[config.mk]
export PLATFORM = sky130hd
export DESIGN_NAME = spi_mode1_slave_rx
export DESIGN_NICKNAME = d
export VERILOG_FILES = /design/src/rtl/spi_mode1_slave_rx.sv
export SDC_FILE = /design/constraint.sdc
export NUM_CORES = 1
export LEC_CHECK = 0
export CORE_ASPECT_RATIO = 2
export CORE_UTILIZATION = 50
export CTS_CLUSTER_SIZE = 14
export DETAILED_ROUTE_END_ITERATION = 16
export MAX_ROUTING_LAYER = met4
export PLACE_DENSITY = 0.79
export SYNTH_ARGS = -nofsm -noshare
export SYNTH_HDL_FRONTEND = slang
export SYNTH_SLANG_ARGS = --single-unit
[constraint.sdc]
create_clock -name clk -period 2.1 [get_ports clk]
set_input_delay 0.42 -clock clk [delete_from_list [all_inputs] [get_ports clk]]
set_output_delay 0.42 -clock clk [all_outputs]
set_load 0.01 [all_outputs]
[src/rtl/spi_mode1_slave_rx.sv]
// SPI mode-1 (CPOL=0, CPHA=1) receive-only slave.
// Oversamples SCLK/CS/DI on clk, samples DI on each synchronized SCLK falling
// edge and presents completed words on a valid/ready interface. Overrun and
// truncated-frame conditions are reported as one-cycle pulses.
// Build option: define SPI_RX_MSB_FIRST_EN for MSB-first bit order
// (default is LSB-first).
module spi_mode1_slave_rx #(
    parameter int unsigned DATA_W      = 8,
    parameter int unsigned SYNC_STAGES = 2
) (
    input  logic              clk,
    input  logic              rst,
    input  logic              spi_sclk,
    input  logic              spi_cs,
    input  logic              spi_di,
    output logic [DATA_W-1:0] rx_data,
    output logic              rx_valid,
    input  logic              rx_ready,
    output logic              busy,
    output logic              overrun,
    output logic              frame_err
);

    localparam int unsigned CNT_W = $clog2(DATA_W + 1);

    typedef enum logic [1:0] {
        ST_IDLE  = 2'd0,
        ST_SHIFT = 2'd1
    } state_e;

    state_e                  state_q;
    logic [SYNC_STAGES-1:0]  sclk_sync_q;
    logic [SYNC_STAGES-1:0]  cs_sync_q;
    logic [SYNC_STAGES-1:0]  di_sync_q;
    logic                    sclk_prev_q;
    logic                    cs_prev_q;
    logic [CNT_W-1:0]        bit_cnt_q;
    logic [CNT_W-1:0]        bit_cnt_d;
    logic [DATA_W-1:0]       shreg_q;
    logic [DATA_W-1:0]       shreg_d;
    logic                    word_done_q;

    logic sclk_cur_c;
    logic cs_cur_c;
    logic di_cur_c;
    logic sclk_fall_c;
    logic cs_rise_c;
    logic cs_fall_c;

    // Input synchronizer chains plus one delayed copy for edge detection
    always_ff @(posedge clk) begin
        if (rst) begin
            sclk_sync_q <= '0;
            cs_sync_q   <= '1;
            di_sync_q   <= '0;
            sclk_prev_q <= 1'b0;
            cs_prev_q   <= 1'b1;
        end else begin
            sclk_sync_q <= {sclk_sync_q[SYNC_STAGES-2:0], spi_sclk};
            cs_sync_q   <= {cs_sync_q[SYNC_STAGES-2:0], spi_cs};
            di_sync_q   <= {di_sync_q[SYNC_STAGES-2:0], spi_di};
            sclk_prev_q <= sclk_sync_q[SYNC_STAGES-1];
            cs_prev_q   <= cs_sync_q[SYNC_STAGES-1];
        end
    end

    assign sclk_cur_c  = sclk_sync_q[SYNC_STAGES-1];
    assign cs_cur_c    = cs_sync_q[SYNC_STAGES-1];
    assign di_cur_c    = di_sync_q[SYNC_STAGES-1];
    assign sclk_fall_c = sclk_prev_q & ~sclk_cur_c;
    assign cs_rise_c   = ~cs_prev_q & cs_cur_c;
    assign cs_fall_c   = cs_prev_q & ~cs_cur_c;

    // Post-sample shift register and bit count for the current cycle
    always_comb begin
        bit_cnt_d = bit_cnt_q;
        shreg_d   = shreg_q;
        if ((state_q == ST_SHIFT) && sclk_fall_c) begin
`ifdef SPI_RX_MSB_FIRST_EN
            shreg_d = {shreg_q[DATA_W-2:0], di_cur_c};
`else
            shreg_d = {di_cur_c, shreg_q[DATA_W-1:1]};
`endif
            bit_cnt_d = bit_cnt_q + CNT_W'(1);
        end
    end

    // Frame FSM, word hand-off and error pulses
    always_ff @(posedge clk) begin
        if (rst) begin
            state_q     <= ST_IDLE;
            bit_cnt_q   <= '0;
            shreg_q     <= '0;
            word_done_q <= 1'b0;
            rx_data     <= '0;
            rx_valid    <= 1'b0;
            busy        <= 1'b0;
            overrun     <= 1'b0;
            frame_err   <= 1'b0;
        end else begin
            overrun     <= 1'b0;
            frame_err   <= 1'b0;
            word_done_q <= 1'b0;

            // A word completed last cycle: load it, or drop it if the slot is still full
            if (word_done_q) begin
                if (!rx_valid || rx_ready) begin
                    rx_data  <= shreg_q;
                    rx_valid <= 1'b1;
                end else begin
                    overrun <= 1'b1;
                end
            end else if (rx_valid && rx_ready) begin
                rx_valid <= 1'b0;
            end

            case (state_q)
                ST_IDLE: begin
                    busy <= 1'b0;
                    if (cs_fall_c) begin
                        state_q   <= ST_SHIFT;
                        busy      <= 1'b1;
                        bit_cnt_q <= '0;
                        shreg_q   <= '0;
                    end
                end
                ST_SHIFT: begin
                    busy      <= 1'b1;
                    shreg_q   <= shreg_d;
                    bit_cnt_q <= bit_cnt_d;
                    if (bit_cnt_d == CNT_W'(DATA_W)) begin
                        word_done_q <= 1'b1;
                        bit_cnt_q   <= '0;
                    end
                    // Sample first, then end the frame using the post-sample count
                    if (cs_rise_c) begin
                        state_q   <= ST_IDLE;
                        busy      <= 1'b0;
                        bit_cnt_q <= '0;
                        if ((bit_cnt_d != '0) && (bit_cnt_d != CNT_W'(DATA_W))) begin
                            frame_err <= 1'b1;
                            shreg_q   <= '0;
                        end
                    end
                end
                default: begin
                    state_q   <= ST_IDLE;
                    busy      <= 1'b0;
                    bit_cnt_q <= '0;
                end
            endcase
        end
    end

endmodule

==> results of run 1 <==
cell families after synthesis:
family,Yosys count
simple gates,48
flops,34
compound gates,27
buf+inv,16
mux,8
xor+xnor,2
fa+ha+maj,1
worst max-delay path: cells and delay by family, from the launching register on:
family             cells  cell delay, ps
AOI/OAI and AO/OA      3             890
DFF                    1             500
and+or+nand+nor        1             170
metrics by stage:
stage	setup WS (ps)	std cells	hold slack (ps)
floorplan	693	136	389
global placement	360	178	399
detailed placement	319	178	410
CTS	435	186	431
global route	253	186	465
finish	393	186	428
synthesized netlist by cell type (all sizes together):
master | number | area, um^2
nor3 | 1 | 5.00
nand4b | 2 | 23.8
dfxtp | 34 | 681
a221o | 1 | 10.0
and2 | 1 | 6.26
xnor2 | 1 | 8.76
a211oi | 2 | 15.0
a221oi | 1 | 15.0
nand2b | 2 | 12.5
o21bai | 1 | 11.3
ha | 1 | 12.5
nor2 | 12 | 45.0
mux2i | 8 | 80.1
clkbuf | 3 | 11.3
nor2b | 5 | 31.3
a21oi | 8 | 43.8
inv | 12 | 45.0
nand3b | 1 | 7.51
xor2 | 1 | 8.76
or3 | 4 | 25.0
buf | 1 | 7.51
o2bb2ai | 1 | 8.76
or2 | 3 | 18.8
nand2 | 12 | 45.0
and3 | 1 | 6.26
and3b | 1 | 10.0
nor4b | 1 | 8.76
o21ai | 5 | 28.8
or2b | 1 | 7.51
o22ai | 8 | 50.1
nand4 | 1 | 6.26
power groups by stage:
stage          registers (mW)  logic (mW)  clock network, mW
3_5_place_dp            0.674      0.0478                  0
4_1_cts                 0.659      0.0479              0.566
3_3_place_gp            0.673      0.0461                  0
2_1_floorplan           0.671      0.0298                  0
6_report                0.659      0.0478              0.554
5_1_grt                 0.660      0.0516              0.598
layer usage:
metal  global-route usage [%]  wire (um)  part of all wire (%)  vias up
li1                         -          -                     -      507
met3                     7.46         82                   3.3        8
met5                        -          0                     0        -
met4                     11.9         76                   3.1        0
met2                     39.7       1390                    57       21
met1                     19.7        905                    37      487
area by class of cell:
class	count	share of cell area, %
Inverter	12	2.80
Timing Repair Buffer	19	11.5
Clock buffer	8	6.85
Tap cell	27	2.10
Sequential cell	34	42.4
Multi-Input combinational cell	86	34.3
path summary, 6_finish.rpt:
path / endpoint / cells past startpoint
min reg2reg: cs_sync_q[1] / 1
max reg2reg: shreg_q[6] / 4
max: shreg_q[6] / 4
min: cs_sync_q[1] / 1
flip-flops by register name, summed over array words and instances, names as in the netlist:
signal	flops
bit_cnt_q	4
busy	1
cs_prev_q	1
cs_sync_q	2
di_sync_q	2
frame_err	1
overrun	1
rx_data	8
rx_valid	1
sclk_prev_q	1
sclk_sync_q	2
shreg_q	8
state_q	1
word_done_q	1
==> results.py, run 1 <==
metrics = {
    "clock_network": {
        "cts_buffers": 5,
        "cts.path.max_buffers": 2,
        "cts-resized-gates": 0,
        "cts_tree": "done",
        "cts_root_buf": "clkbuf_8",
        "clk_pin_slew_worst_paths_ps": 60,
        "clock_latency_ps": 280,
        "postCtsSetupBuffers": 0,
        "cts_sinks": 34,
        "cts_hold_buf": 0,
        "htreeDepth": 2,
    },
    "floorplan": {
        "die_height_um": 74.0,
        "initial_core_util_pct": 53.8,
        "die_width_um": 38.0,
        "ios": 18,
        "core_area_um2": 2410,
        "die_area_um2": 2810,
        "row_count": 25,
    },
    "pwr": {
        "power_mw": 1.26,
        "p_sw_mw": 0.254,
        "p_clk_share_pct": 43.9,
        "irDropWorstVdd_v": 0.000665,
        "comb_power_share_pct": 3.8,
        "p_leak_nw": 0.650,
        "internal_power_mw": 1.01,
        "swShare_pct": 20.2,
        "seqPwrFrac_pct": 52.3,
        "p_per_area_nw_per_um2": 785,
    },
    "final_layout": {
        "antenna_cells": 0,
        "final_common_cell": "dfxtp_1",
        "final_core_util_pct": 66.7,
        "final_cell_mix": "dfxtp_1, clkdlybuf4s50_1, inv_1, nand2_1, nor2_1",
        "fill_cells": 197,
        "stdcell_area_um2": 1610,
        "seqCellArea_um2": 681,
        "drive_above_1_share_pct": 11.9,
        "layout-area-overhead-vs-synth_pct": 23.9,
        "multi_input_area_um2": 552,
        "final_nets": 165,
    },
    "sta": {
        "finalSetupTns_ps": 0,
        "rsz0062_at_grt": "no",
        "hold_violations": 0,
        "final_max_slew_viol_count": 0,
        "period_share_pct": 81.3,
        "clock_skew_ps": 2.61,
        "max_slew_margin_pct": 60.6,
        "period_minus_slack_ps": 1710,
        "tightestPinTransition_ps": 591,
        "fmax_mhz": 586,
        "setup_viol": 0,
    },
    "route": {
        "viasPerCell": 5.50,
        "wl_per_cell_um": 13.2,
        "drc": 0,
        "drt_pass1_iterations": 4,
        "drt_iter0_drc": 32,
        "via_count": 1023,
        "antenna_left": 0,
        "drt-total-wl_um": 2450,
    },
    "logic_synthesis": {
        "synth_xor_area_share_pct": 1.35,
        "synthAdderAreaFrac_pct": 0.965,
        "syn_nets": 143,
        "synth-seq-cells": 34,
        "synth_area_um2": 1300,
        "synth_compound_area_share_pct": 14.1,
        "synth_simple_gate_area_share_pct": 20.0,
        "muxShareOfSynthArea_pct": 6.18,
        "synth_top_family_by_area": "simple AND/OR/NAND/NOR gates",
        "syn_avg_cell_area_um2": 9.53,
        "synth.distinct_cells": 34,
        "ys_warn_count": 0,
        "synth_cells": 136,
        "ys_seq_area_share_pct": 52.5,
    },
    "grt": {
        "grt_pass1_vias": 1003,
        "grt_usage_pct": 22.4,
        "grt_max_degree": 13,
        "antenna_found_initial": 0,
        "grt_pass1_wl_um": 4240,
        "gr-total-overflow": 0,
    },
    "setup_path": {
        "crit_path_start_kind": "flop",
        "cp-end-kind": "flop",
        "crit_chain": "nand3b_1 > o2bb2ai_1 > a21oi_1 > o22ai_1",
        "crit_type": "reg2reg",
        "path_max_fanout": 9,
        "ff2ff_setup_slack_ps": 390,
        "max_stage_delay_ps": 500,
        "r2r_start": "state_q[0]",
        "cpMaxStageDelayCell": "dfxtp_1",
        "worstPathArrival_ps": 1860,
        "crit_start": "state_q[0]",
        "crit_required_ps": 2250,
    },
    "placed_design": {
        "place_area_um2": 1500,
        "portBuffers": 17,
        "hpwl_um": 1850,
        "routabilityCongestion": 0.770,
    },
    "min_path": {
        "hold_start": "cs_sync_q[0]",
        "hold_path_class": "reg2reg",
    },
    "status": {
        "outcome": "complete, no violations",
    },
    "run": {
        "drv.max_cap_violation_count": 0,
    },
}
No activity file was read; power rests on OpenSTA's default activity.
==> run 2: changes to the inputs <==
==> constraint.sdc (replaced) <==
create_clock -name clk -period 1.75 [get_ports clk]
set_input_delay 0.35 -clock clk [delete_from_list [all_inputs] [get_ports clk]]
set_output_delay 0.35 -clock clk [all_outputs]
set_load 0.01 [all_outputs]
==> run 2 against run 1 <==
Net effect: worst hold slack lost 8.6 ps; first-iteration DRC count fell by 19%; clock skew rose by 3.2 ps; maximum frequency up 7.2%; combinational power up 20%; final cell count rose by 1.1%; largest power group unchanged; critical endpoint is now bit_cnt_q[3]; wire length is 0.49% lower; global-route usage barely moved; total power grew 21%; die area stayed put.
==> results.py, run 2 (same netlist as run 1, synthesis figures left out) <==
metrics = {
    "min_path": {
        "hold_path_class": "reg2reg",
    },
    "setup_path": {
        "crit_type": "reg2reg",
        "path_max_fanout": 6,
        "cp-end-kind": "flop",
        "ff2ff_setup_slack_ps": 160,
        "crit_path_start_kind": "flop",
        "crit_required_ps": 1960,
        "worstPathArrival_ps": 1810,
    },
    "clock_network": {
        "cts_root_buf": "clkbuf_8",
        "clk_pin_slew_worst_paths_ps": 60,
        "clock_latency_ps": 280,
        "cts_sinks": 34,
        "cts_buffers": 5,
        "cts-resized-gates": 0,
        "htreeDepth": 2,
        "cts_hold_buf": 0,
        "postCtsSetupBuffers": 0,
        "cts.path.max_buffers": 2,
        "cts_tree": "done",
    },
    "final_layout": {
        "layout-area-overhead-vs-synth_pct": 24.8,
        "final_cell_mix": "dfxtp_1, clkdlybuf4s50_1, inv_1, nand2_1, nor2_1",
        "fill_cells": 206,
        "antenna_cells": 0,
        "final_common_cell": "dfxtp_1",
        "final_nets": 167,
        "drive_above_1_share_pct": 11.8,
        "reg_top3": "rx_data x8, shreg_q x8, bit_cnt_q x4",
    },
    "sta": {
        "max_slew_margin_pct": 67.3,
        "setup_viol": 0,
        "fin_ws_ps": 157,
        "period_share_pct": 91.0,
        "period_minus_slack_ps": 1590,
        "rsz0062_at_grt": "no",
        "final_max_slew_viol_count": 0,
        "holdWs_ps": 419,
        "clock_skew_ps": 5.78,
        "hold_violations": 0,
        "fmax_mhz": 628,
        "tightestPinTransition_ps": 488,
        "finalSetupTns_ps": 0,
    },
    "placed_design": {
        "routabilityCongestion": 0.786,
        "place_ws_ps": 69.2,
        "portBuffers": 17,
        "hpwl_um": 1850,
    },
    "pwr": {
        "p_leak_nw": 0.655,
        "power_mw": 1.53,
        "p_per_area_nw_per_um2": 944,
        "irDropWorstVdd_v": 0.00115,
    },
    "route": {
        "drt_iter0_drc": 26,
        "drt_pass1_iterations": 4,
        "viasPerCell": 5.36,
        "antenna_left": 0,
        "wl_per_cell_um": 13.0,
        "drc": 0,
        "via_count": 1008,
        "drt-total-wl_um": 2440,
    },
    "floorplan": {
        "die_height_um": 74.0,
        "die_width_um": 38.0,
        "ios": 18,
        "core_area_um2": 2410,
        "die_area_um2": 2810,
        "initial_core_util_pct": 53.8,
        "row_count": 25,
    },
    "grt": {
        "grt_max_degree": 18,
        "gr-total-overflow": 0,
        "grt_pass1_wl_um": 4080,
        "grt_pass1_vias": 967,
        "grt_usage_pct": 22.4,
        "antenna_found_initial": 0,
    },
    "status": {
        "outcome": "complete, no violations",
    },
    "run": {
        "drv.max_cap_violation_count": 0,
    },
}
-- run 2: changes by cell type in the layout (fill, tap and decap cells not counted), sizes merged --
cell / change
clkbuf: -1
buf: +2
bufinv: +1
-- run 2: cell type report --
type / instances / area [um^2] / area share, %
clock buffers: 7 / 76.3 / 4.72
clock inverters: 1 / 30.0 / 1.86
inverters: 12 / 45.0 / 2.78
multi-input cells: 86 / 552 / 34.1
flip-flops and latches: 34 / 681 / 42.1
well taps: 27 / 33.8 / 2.09
repair buffers: 21 / 200 / 12.4
-- run 2: final timing paths --
| path | from | cells past startpoint | end |
|---|---|---|---|
| max | bit_cnt_q[0] | 5 | bit_cnt_q[3] |
| min | cs_sync_q[0] | 1 | cs_sync_q[1] |
| max reg2reg | bit_cnt_q[0] | 5 | bit_cnt_q[3] |
| min reg2reg | cs_sync_q[0] | 1 | cs_sync_q[1] |
-- run 2: worst max-delay path, cell delays in order (launching register included) --
cell and delay, ps:
dfxtp_1 420, ha_1 220, nand4b_1 180, xor2_1 220, a221o_1 380, a21oi_2 120
-- run 2: report_power, final --
| part | switching [mW] | internal (mW) | leakage, nW |
|---|---|---|---|
| Clock | 0.252 | 0.425 | 0.0524 |
| Sequential | 0.00714 | 0.784 | 0.276 |
| Combinational | 0.0297 | 0.0276 | 0.327 |
| Total | 0.289 | 1.24 | 0.655 |
-- run 2: layer usage --
layer	global-route usage, %	share of wire, %	up-vias	wire, um
met4	13.9	2.5	0	61
met1	20.0	36	471	867
li1	-	-	512	-
met5	-	0	-	0
met3	8.06	3.6	7	87
met2	38.1	58	18	1420
-- run 2: stage by stage --
step	cell area (um^2)	cells	util [%]
2_1_floorplan	1300	136	-
3_3_place_gp	1510	180	62.8
3_5_place_dp	1510	180	62.8
4_1_cts	1620	188	67.2
5_1_grt	1620	188	67.2
6_report	1620	188	67.2
==> run 3: changes to the inputs <==
--- a/config.mk
+++ b/config.mk
@@ -9,6 +9,7 @@
 export CORE_UTILIZATION = 50
 export CTS_CLUSTER_SIZE = 14
 export DETAILED_ROUTE_END_ITERATION = 16
+export HOLD_SLACK_MARGIN = 0.05
 export MAX_ROUTING_LAYER = met4
 export PLACE_DENSITY = 0.79
 export SYNTH_ARGS = -nofsm -noshare
==> results of run 3 <==
No change in the layout: final DEF, timing and power equal those of run 2.
